<file path="config.mk">
export PLATFORM = sky130hd
export DESIGN_NAME = snake_key_decoder
export DESIGN_NICKNAME = d
export VERILOG_FILES = /design/src/rtl/snake_key_decoder.sv
export SDC_FILE = /design/constraint.sdc
export NUM_CORES = 1
export LEC_CHECK = 0
export BUFFER_PORTS_ARGS = -buffer_cell sky130_fd_sc_hd__buf_2
export CAP_MARGIN = 20
export CORE_ASPECT_RATIO = 0.7
export CORE_MARGIN = 3
export CORE_UTILIZATION = 30
export DETAILED_ROUTE_END_ITERATION = 8
export GPL_TIMING_DRIVEN = 0
export PLACE_DENSITY = 0.51
export SLEW_MARGIN = 15
export SYNTH_ARGS = -nofsm -noshare
export SYNTH_HDL_FRONTEND = slang
export SYNTH_SLANG_ARGS = --single-unit
</file>
<file path="constraint.sdc">
create_clock -name iClock -period 3.8 [get_ports iClock]
set_clock_uncertainty 0.15 [all_clocks]
set_input_delay 0.19 -clock iClock [delete_from_list [all_inputs] [get_ports iClock]]
set_output_delay 0.19 -clock iClock [all_outputs]
set_load 0.02 [all_outputs]
</file>
<file path="src/rtl/snake_key_decoder.sv">
// snake_key_decoder: decodes the PS/2 set-2 byte stream for the snake game.
// It produces start and restart pulses. For each player it queues direction
// commands in a small FIFO, and the game tick pops one command per step.
module snake_key_decoder #(
    parameter int         NUM_PLAYERS = 1,
    parameter int         QDEPTH      = 4,
    parameter logic [7:0] KEY_UP0     = 8'h1D,
    parameter logic [7:0] KEY_DOWN0   = 8'h1B,
    parameter logic [7:0] KEY_LEFT0   = 8'h1C,
    parameter logic [7:0] KEY_RIGHT0  = 8'h23,
    parameter logic [7:0] KEY_START   = 8'h29,
    parameter logic [7:0] KEY_RESTART = 8'h59
) (
    input  logic                     iClock,
    input  logic                     iReset,
    input  logic                     iStart,
    input  logic                     iPlay,
    input  logic                     iGameover,
    input  logic                     iKeyValid,
    input  logic [7:0]               iKey,
    input  logic                     iStep,
    output logic                     oLdStart,
    output logic                     oLdRestart,
    output logic [4*NUM_PLAYERS-1:0] oDirection,
    output logic [NUM_PLAYERS-1:0]   oDropped
);

    localparam int         PW       = $clog2(QDEPTH);
    localparam logic [PW:0] FULL_CNT = (PW+1)'(QDEPTH);

    localparam logic [7:0] CODE_EXT  = 8'hE0;
    localparam logic [7:0] CODE_BRK  = 8'hF0;
    localparam logic [7:0] EXT_UP    = 8'h75;
    localparam logic [7:0] EXT_DOWN  = 8'h72;
    localparam logic [7:0] EXT_LEFT  = 8'h6B;
    localparam logic [7:0] EXT_RIGHT = 8'h74;

    localparam logic [3:0] DIR_UP    = 4'b1000;
    localparam logic [3:0] DIR_DOWN  = 4'b0100;
    localparam logic [3:0] DIR_LEFT  = 4'b0010;
    localparam logic [3:0] DIR_RIGHT = 4'b0001;

    typedef enum logic [1:0] {ST_IDLE, ST_EXT, ST_BRK, ST_EXT_BRK} parse_t;
    parse_t state;

    // Swap up/down and left/right inside the one-hot direction.
    function automatic logic [3:0] opposite(input logic [3:0] d);
        return {d[2], d[3], d[0], d[1]};
    endfunction

    // Map the player-0 plain key codes to a direction (0000 if none matches).
    function automatic logic [3:0] map_plain(input logic [7:0] k);
        if (k == KEY_UP0)    return DIR_UP;
        if (k == KEY_DOWN0)  return DIR_DOWN;
        if (k == KEY_LEFT0)  return DIR_LEFT;
        if (k == KEY_RIGHT0) return DIR_RIGHT;
        return 4'b0000;
    endfunction

    // Map the extended arrow-key codes to a direction (0000 if none matches).
    function automatic logic [3:0] map_ext(input logic [7:0] k);
        if (k == EXT_UP)    return DIR_UP;
        if (k == EXT_DOWN)  return DIR_DOWN;
        if (k == EXT_LEFT)  return DIR_LEFT;
        if (k == EXT_RIGHT) return DIR_RIGHT;
        return 4'b0000;
    endfunction

    // ---- stage p0: decode the byte on its strobe cycle ----
    logic       plain_p0, ext_p0, start_p0, restart_p0, push0_p0, push1_p0;
    logic [3:0] cand0_p0, cand1_p0;

    assign plain_p0   = iKeyValid && (state == ST_IDLE) && (iKey != CODE_EXT) && (iKey != CODE_BRK);
    assign ext_p0     = iKeyValid && (state == ST_EXT) && (iKey != CODE_BRK);
    assign start_p0   = plain_p0 && (iKey == KEY_START) && iStart;
    assign restart_p0 = plain_p0 && (iKey == KEY_RESTART) && iGameover;
    assign cand0_p0   = map_plain(iKey);
    assign cand1_p0   = map_ext(iKey);
    assign push0_p0   = plain_p0 && iPlay && (cand0_p0 != 4'b0000);
    assign push1_p0   = ext_p0 && iPlay && (NUM_PLAYERS == 2) && (cand1_p0 != 4'b0000);

    // ---- stage p1: registered parser state and pulses ----
    // The prefix parser advances only on byte strobes; the pulses are registered.
    always_ff @(posedge iClock) begin
        if (iReset) begin
            state      <= ST_IDLE;
            oLdStart   <= 1'b0;
            oLdRestart <= 1'b0;
        end else begin
            oLdStart   <= start_p0;
            oLdRestart <= restart_p0;
            if (iKeyValid) begin
                case (state)
                    ST_IDLE: begin
                        if (iKey == CODE_EXT)      state <= ST_EXT;
                        else if (iKey == CODE_BRK) state <= ST_BRK;
                        else                       state <= ST_IDLE;
                    end
                    ST_EXT: begin
                        if (iKey == CODE_BRK) state <= ST_EXT_BRK;
                        else                  state <= ST_IDLE;
                    end
                    default: state <= ST_IDLE;
                endcase
            end
        end
    end

    for (genvar p = 0; p < NUM_PLAYERS; p++) begin : g_player
        logic [3:0]    mem [QDEPTH];
        logic [PW-1:0] rd_ptr, wr_ptr;
        logic [PW:0]   count;
        logic [3:0]    dir_p1;
        logic          drop_p1;

        logic          req_p0, redundant_p0, full_p0, push_p0, pop_p0, drop_p0;
        logic [3:0]    cand_p0, last_p0, ref_p0;

        // The reference is the newest queued entry, or the live direction when the queue is empty.
        assign req_p0       = (p == 0) ? push0_p0 : push1_p0;
        assign cand_p0      = (p == 0) ? cand0_p0 : cand1_p0;
        assign last_p0      = mem[wr_ptr - 1'b1];
        assign ref_p0       = (count != '0) ? last_p0 : dir_p1;
        assign redundant_p0 = (ref_p0 != 4'b0000) &&
                              ((cand_p0 == ref_p0) || (cand_p0 == opposite(ref_p0)));
        assign full_p0      = (count == FULL_CNT);
        assign push_p0      = req_p0 && !redundant_p0 && !full_p0;
        assign drop_p0      = req_p0 && !redundant_p0 && full_p0;
        assign pop_p0       = iStep && (count != '0);

        // FIFO storage; it needs no reset because the count gates every read.
        always_ff @(posedge iClock) begin
            if (push_p0) mem[wr_ptr] <= cand_p0;
        end

        // ---- stage p1: queue control and registered direction/drop outputs ----
        // On restart the queue and direction are cleared, and while not playing the queue is flushed.
        always_ff @(posedge iClock) begin
            if (iReset) begin
                rd_ptr  <= '0;
                wr_ptr  <= '0;
                count   <= '0;
                dir_p1  <= 4'b0000;
                drop_p1 <= 1'b0;
            end else begin
                drop_p1 <= 1'b0;
                if (restart_p0) begin
                    rd_ptr <= '0;
                    wr_ptr <= '0;
                    count  <= '0;
                    dir_p1 <= 4'b0000;
                end else if (!iPlay) begin
                    rd_ptr <= '0;
                    wr_ptr <= '0;
                    count  <= '0;
                end else begin
                    drop_p1 <= drop_p0;
                    if (push_p0) wr_ptr <= wr_ptr + 1'b1;
                    if (pop_p0) begin
                        dir_p1 <= mem[rd_ptr];
                        rd_ptr <= rd_ptr + 1'b1;
                    end
                    case ({push_p0, pop_p0})
                        2'b10:   count <= count + 1'b1;
                        2'b01:   count <= count - 1'b1;
                        default: count <= count;
                    endcase
                end
            end
        end

        assign oDirection[4*p +: 4] = dir_p1;
        assign oDropped[p]          = drop_p1;
    end

endmodule
</file>
---- Word-level counts from Yosys, hierarchy flattened ----
Memories as Yosys holds them, arrays and structs flattened. A register that Yosys moved wholly into a read port is not among the register bits.
Index checks and enable logic that the tools add are counted.
storage, ports and cells
  register bits after elaboration ......... 12
  bits in writable memories ............... 16
  input bits .............................. 15
  output and inout bits ................... 7
  memories kept ........................... 1
memories
  name             words  bits a word  rd ports  clocked after memory_dff  write ports  line  source
  g_player[0].mem  4      4            2         1                         1            110   logic [3:0] mem [QDEPTH];
cells by class
  add/subtract/negate cells ............... 5
  equal/unequal tests ..................... 16
  mux-type cells .......................... 26
  bitwise gates (word level) .............. 1
  reductions and logical operators ........ 25
operator list
  operator                                                                count
  4-bit two-way mux                                                       9
  8-bit by 5-bit equality test with 1-bit output (second input constant)  3
  8-bit by 6-bit equality test with 1-bit output (second input constant)  2
  8-bit equality test (second input constant)                             2
  8-bit inequality test (second input constant)                           2
  1-bit logical AND                                                       14
  1-bit two-way mux                                                       12
  4-bit equality test                                                     2
  8-bit by 7-bit equality test with 1-bit output (second input constant)  1
  4-bit nonzero test                                                      2
  2-bit two-way mux                                                       3
  3-bit one-hot mux with 2 select lines                                   1
  2-bit by 1-bit adder with 2-bit output (second input constant)          2
  2-bit by 1-bit equality test with 1-bit output (second input constant)  2
  2-bit one-hot mux with 2 select lines                                   1
  3-bit by 1-bit adder with 3-bit output (second input constant)          1
  3-bit equality test (second input constant)                             1
  3-bit nonzero test                                                      1
  3-bit OR reduction                                                      1
  3-bit by 1-bit subtractor with 3-bit output (second input constant)     1
  2-bit equality test (second input constant)                             1
  1-bit zero test                                                         2
  2-bit zero test                                                         1
  2-bit AND reduction                                                     1
  other kinds (5)                                                         5

---- Depth between registers and ports, before layout ----
  depth in word-level cells ............... 20
  gate-level depth with buffers ........... 16

---- Worst setup path after synthesis ----
No wires, ideal clock.
  kind .................................... register -> register
  start ................................... register g_player[0].wr_ptr[0]
  end ..................................... register g_player[0].count[2]
  arrival ................................. 3228 ps
  data required time ...................... 3535 ps
  slack ................................... 308 ps
  stages on the path, launching flop included .. 17
  path through ............................ dfxtp_1 buf_6 inv_1 ha_1 mux4_2 or4b_1 o31ai_1 o211ai_2 o211ai_2 a21o_1 ha_1 inv_1 fa_1 xor2_1 nor2_1 xnor2_1 nor2_1
between the ends
  longest elaborated chain between the ends .. 11
  elaborated cells on any way between the ends .. 15
  those cells by class .................... 1 x add/sub; 4 x eq/ne; 2 x mux; 7 x reduce/logical; 1 x memory
ends and longest elaborated chain
  what                                                                                   line  source
  from (decl)                                                                            111   logic [PW-1:0] rd_ptr, wr_ptr;
  from (signal assigned)                                                                 158   if (push_p0) wr_ptr <= wr_ptr + 1'b1;
  2-bit by 1-bit subtractor with 2-bit output *                                          122   assign last_p0 = mem[wr_ptr - 1'b1];
  memory 4 x 4 bit *                                                                     n/a
  4-bit two-way mux *                                                                    123   assign ref_p0 = (count != '0) ? last_p0 : dir_p1;
  4-bit equality test                                                                    125   ((cand_p0 == ref_p0) || (cand_p0 == opposite(ref_p0)));
  1-bit logical OR                                                                       125
  1-bit logical AND *                                                                    124   assign redundant_p0 = (ref_p0 != 4'b0000) &&
  1-bit zero test *                                                                      127   assign push_p0 = req_p0 && !redundant_p0 && !full_p0;
  1-bit logical AND * (2 in series)                                                      127
  2-bit by 1-bit equality test with 1-bit output or 2-bit equality test (tied branches)  163   case ({push_p0, pop_p0})
  3-bit one-hot mux with 2 select lines or 2-bit nonzero test (tied branches)            n/a
  to (signal assigned)                                                                   164   2'b10: count <= count + 1'b1;
  to (signal assigned)                                                                   165   2'b01: count <= count - 1'b1;
  to (signal assigned)                                                                   166   default: count <= count;
  to (decl)                                                                              112   logic [PW:0] count;
Every way passes the cells marked *; elsewhere a longest branch is shown, timed or not.
A chain may end at the register's enable or synchronous reset.

---- Worst setup path after layout ----
Ends and elaborated chain as after synthesis.

==> results.cfg <==
[status]
outcome = finished clean

[critical_path]
path_max_fanout = 6
crit_path_max_incr_delay_ns = 0.48
worstReg2RegEnd = g_player[0].count[2]
slowest_stage = or4b_1
cp-start-kind = flop
path_delay_family = adder cells
worst-path-buf-inv = 3
path_depth = 16
rr_worst_depth = 16
cp.required_ns = 3.85
crit_arrival_ns = 3.62
r2r_slack_ns = 0.23
crit_path_cell_trace = buf_6 -> inv_1 -> ha_4 -> mux4_2 -> or4b_1 -> o31ai_1 -> o211ai_2 -> o211ai_2 -> a21o_1 -> ha_1 -> inv_1 -> fa_1 -> xor2_1 -> nor2_1 -> xnor2_1 -> nor2_1
cp-end-kind = flop
r2r-start = g_player[0].wr_ptr[0]
crit_type = flop to flop

[finish]
antenna_cells = 0
layout-drive-gt1-share = 0.243
fin_nets = 246
syn2layout_area_growth_pct = 18.6
fill_cells = 658

[routing]
remaining_drc_errors = 0
wl_mm = 4.96
viasPerCell = 5.06
antenna_left = 0
first_iter_violations = 85
wire_per_inst_um = 15.6
drtPass1Iterations = 4
vias = 1604

[yosys]
synth_area_leaders = edfxtp_1, dfxtp_1, mux4_2
ys_seq_area_frac = 0.389
synth-async-reset-ratio = 0
synthesis.nets = 214
synth_common_cells = nor2_1, dfxtp_1, edfxtp_1, inv_1, nand2_1
ys_ff_latch = 32
ys.flop_type = edfxtp_1
synth_edf_count = 16
yosysTopAreaCell = edfxtp_1
synthCells = 193
synth_warnings = 0
ys_types = 59
yosysMostFrequentCell = nor2_1
synth_area_per_cell_um2 = 10.7
synth_top_area_share = 0.233
synth_area_mm2 = 0.00206

[sta]
period_share = 0.941
tightest_slew_ns = 0.663
grt_setup_unrepaired = no
max_freq_mhz = 280
maxSlewHeadroom = 0.555
slew_viol_final = 0
fin_hold_ws_ns = 0.0487
hold_violations = 0
setup_viol = 0
final.min_clock_period_ns = 3.57

[floorplanning]
die_w_um = 105
die_height_um = 75.3
ioPinCount = 22
coreArea_mm2 = 0.00643
start_util = 0.320
rows = 24
die_area_mm2 = 0.00791

[global_routing]
grt_pass1_vias = 1458
grt_use_met1 = 0.206
grt_overflow = 0
grtUsageTotal = 0.133
grtUsageMet2 = 0.166
antenna_found_initial = 0
grt.busiest_layer = met1
grt_max_degree = 11
grtUsageMet3 = 0.0398
grt_pass1_wl_mm = 7.94

[cts]
clock-sinks = 32
cts-root-buf = clkbuf_8
numCtsBuffers = 5
cts_buffer_depth = 2
clk_latency_ns = 0.30
clk_pin_slew_worst_paths_ns = 0.08
cts_tree = built
cts_max_level = 2

[placed_design]
gp_congestion = 0.799
dp_hpwl_mm = 3.83
portBuffers = 20

[power]
p_sw_frac = 0.215
power.clock.fraction = 0.451
power_frac_comb = 0.055
pwr-share-seq = 0.494
ir_worst_vdd_mv = 0.131
internal-power_uw = 570
pwr_density_cell_mw_per_mm2 = 297
power_uw = 726
switchingPower_uw = 156
p_leak_nw = 0.871

[min_path]
whs_endpoint = oLdStart
hold_depth = 3
hold_class = input pin to flop
hp-start = iKey[3]

[run]
cap_violations = 0
-- through the flow --
stage | setup slack (ns) | cells | util | instance area (µm²) | setup TNS, ns
4_1_cts | 0.00907 | 315 | 0.375 | 2410 | 0
2_1_floorplan | 0.308 | 193 | - | 2060 | 0
3_3_place_gp | 0.000649 | 304 | 0.354 | 2270 | 0
5_1_grt | 0.0327 | 317 | 0.380 | 2440 | 0
3_5_place_dp | -0.0183 | 304 | 0.354 | 2270 | -0.0183
6_report | 0.226 | 317 | 0.380 | 2440 | 0
-- area by class of cell --
class | count | area (µm²) | share of cell area
multi-input combinational | 138 | 1170 | 0.478
sequential | 32 | 801 | 0.328
timing repair buffer | 25 | 143 | 0.0584
tap | 91 | 114 | 0.0466
clock buffer | 6 | 72.6 | 0.0297
inverter | 16 | 60.1 | 0.0246
buffer | 7 | 50.0 | 0.0205
clock inverter | 2 | 35.0 | 0.0144
-- flip-flops by register name, indices dropped and copies added, names as in the netlist, 2 cells and up --
signal / count
g_player.count: 3
g_player.wr_ptr: 2
g_player.rd_ptr: 2
oDirection: 4
g_player.mem: 16
state: 2
-- cell families (layout without fill, tap and decap cells) --
group | Yosys count | count (layout) | share of synthesized area
xor+xnor | 8 | 8 | 0.0340
buf+inv | 23 | 56 | 0.0535
compound gates | 33 | 33 | 0.142
fa+ha+maj | 6 | 6 | 0.0401
mux | 16 | 16 | 0.130
simple gates | 75 | 75 | 0.212
flops | 32 | 32 | 0.389
-- worst max path at each step --
stage,from,endpoint
5_1_grt,g_player[0].wr_ptr[0],g_player[0].count[2]
3_3_place_gp,g_player[0].wr_ptr[0],g_player[0].count[2]
6_report,g_player[0].wr_ptr[0],g_player[0].count[2]
2_1_floorplan,g_player[0].wr_ptr[0],g_player[0].count[2]
3_5_place_dp,g_player[0].wr_ptr[0],g_player[0].count[2]
4_1_cts,g_player[0].wr_ptr[0],g_player[0].count[2]
-- power groups by stage --
stage	sequential (mW)	combinational [mW]	clock, mW
6_report	0.359	0.0401	0.327
5_1_grt	0.359	0.0451	0.351
4_1_cts	0.359	0.0400	0.337
3_5_place_dp	0.367	0.0383	0
3_3_place_gp	0.367	0.0386	0
2_1_floorplan	0.367	0.0213	0
-- layer usage --
metal | vias up | share of wire
met1 | 767 | 0.56
met4 | 0 | 0.015
met3 | 8 | 0.041
met5 | - | 0
li1 | 799 | -
met2 | 30 | 0.38
-- cell usage in the layout (no fill, tap or decap), drive strengths merged, types with 2 or more instances in the layout --
master	synthesis	layout
nand3b	2	2
mux2i	8	8
inv	16	16
clkbuf	2	8
nand2	9	9
o31a	2	2
nor4	7	7
o31ai	2	2
xnor2	3	3
a21oi	4	4
ha	5	5
or2	2	2
buf	5	28
o211ai	2	2
a211oi	6	6
nand4b	2	2
edfxtp	16	16
mux4	8	8
nor2b	4	4
nand3	2	2
dlygate4sd3	0	2
o211a	2	2
or4b	2	2
nor2	23	23
or3	3	3
nor3	6	6
or3b	3	3
nand2b	2	2
dfxtp	16	16
xor2	5	5
a31oi	2	2
-- worst register-to-register path, cell delays in order, from the launching register on --
cell and delay (ns):
dfxtp_1 0.38, buf_6 0.15, inv_1 0.10, ha_4 0.31, mux4_2 0.33, or4b_1 0.48, o31ai_1 0.10, o211ai_2 0.16
o211ai_2 0.13, a21o_1 0.16, ha_1 0.17, inv_1 0.06, fa_1 0.38, xor2_1 0.15, nor2_1 0.12, xnor2_1 0.13
nor2_1 0.05
-- timing repair --
item,CTS,global route
cloned,0,0
resized for setup,0,3
hold buffers,2,0
pin swaps,0,1
setup endpoints to repair,1,2
buffers inserted,1,2
hold endpoints to repair,4,0
Note: power is estimated with default switching activity, not from simulation.
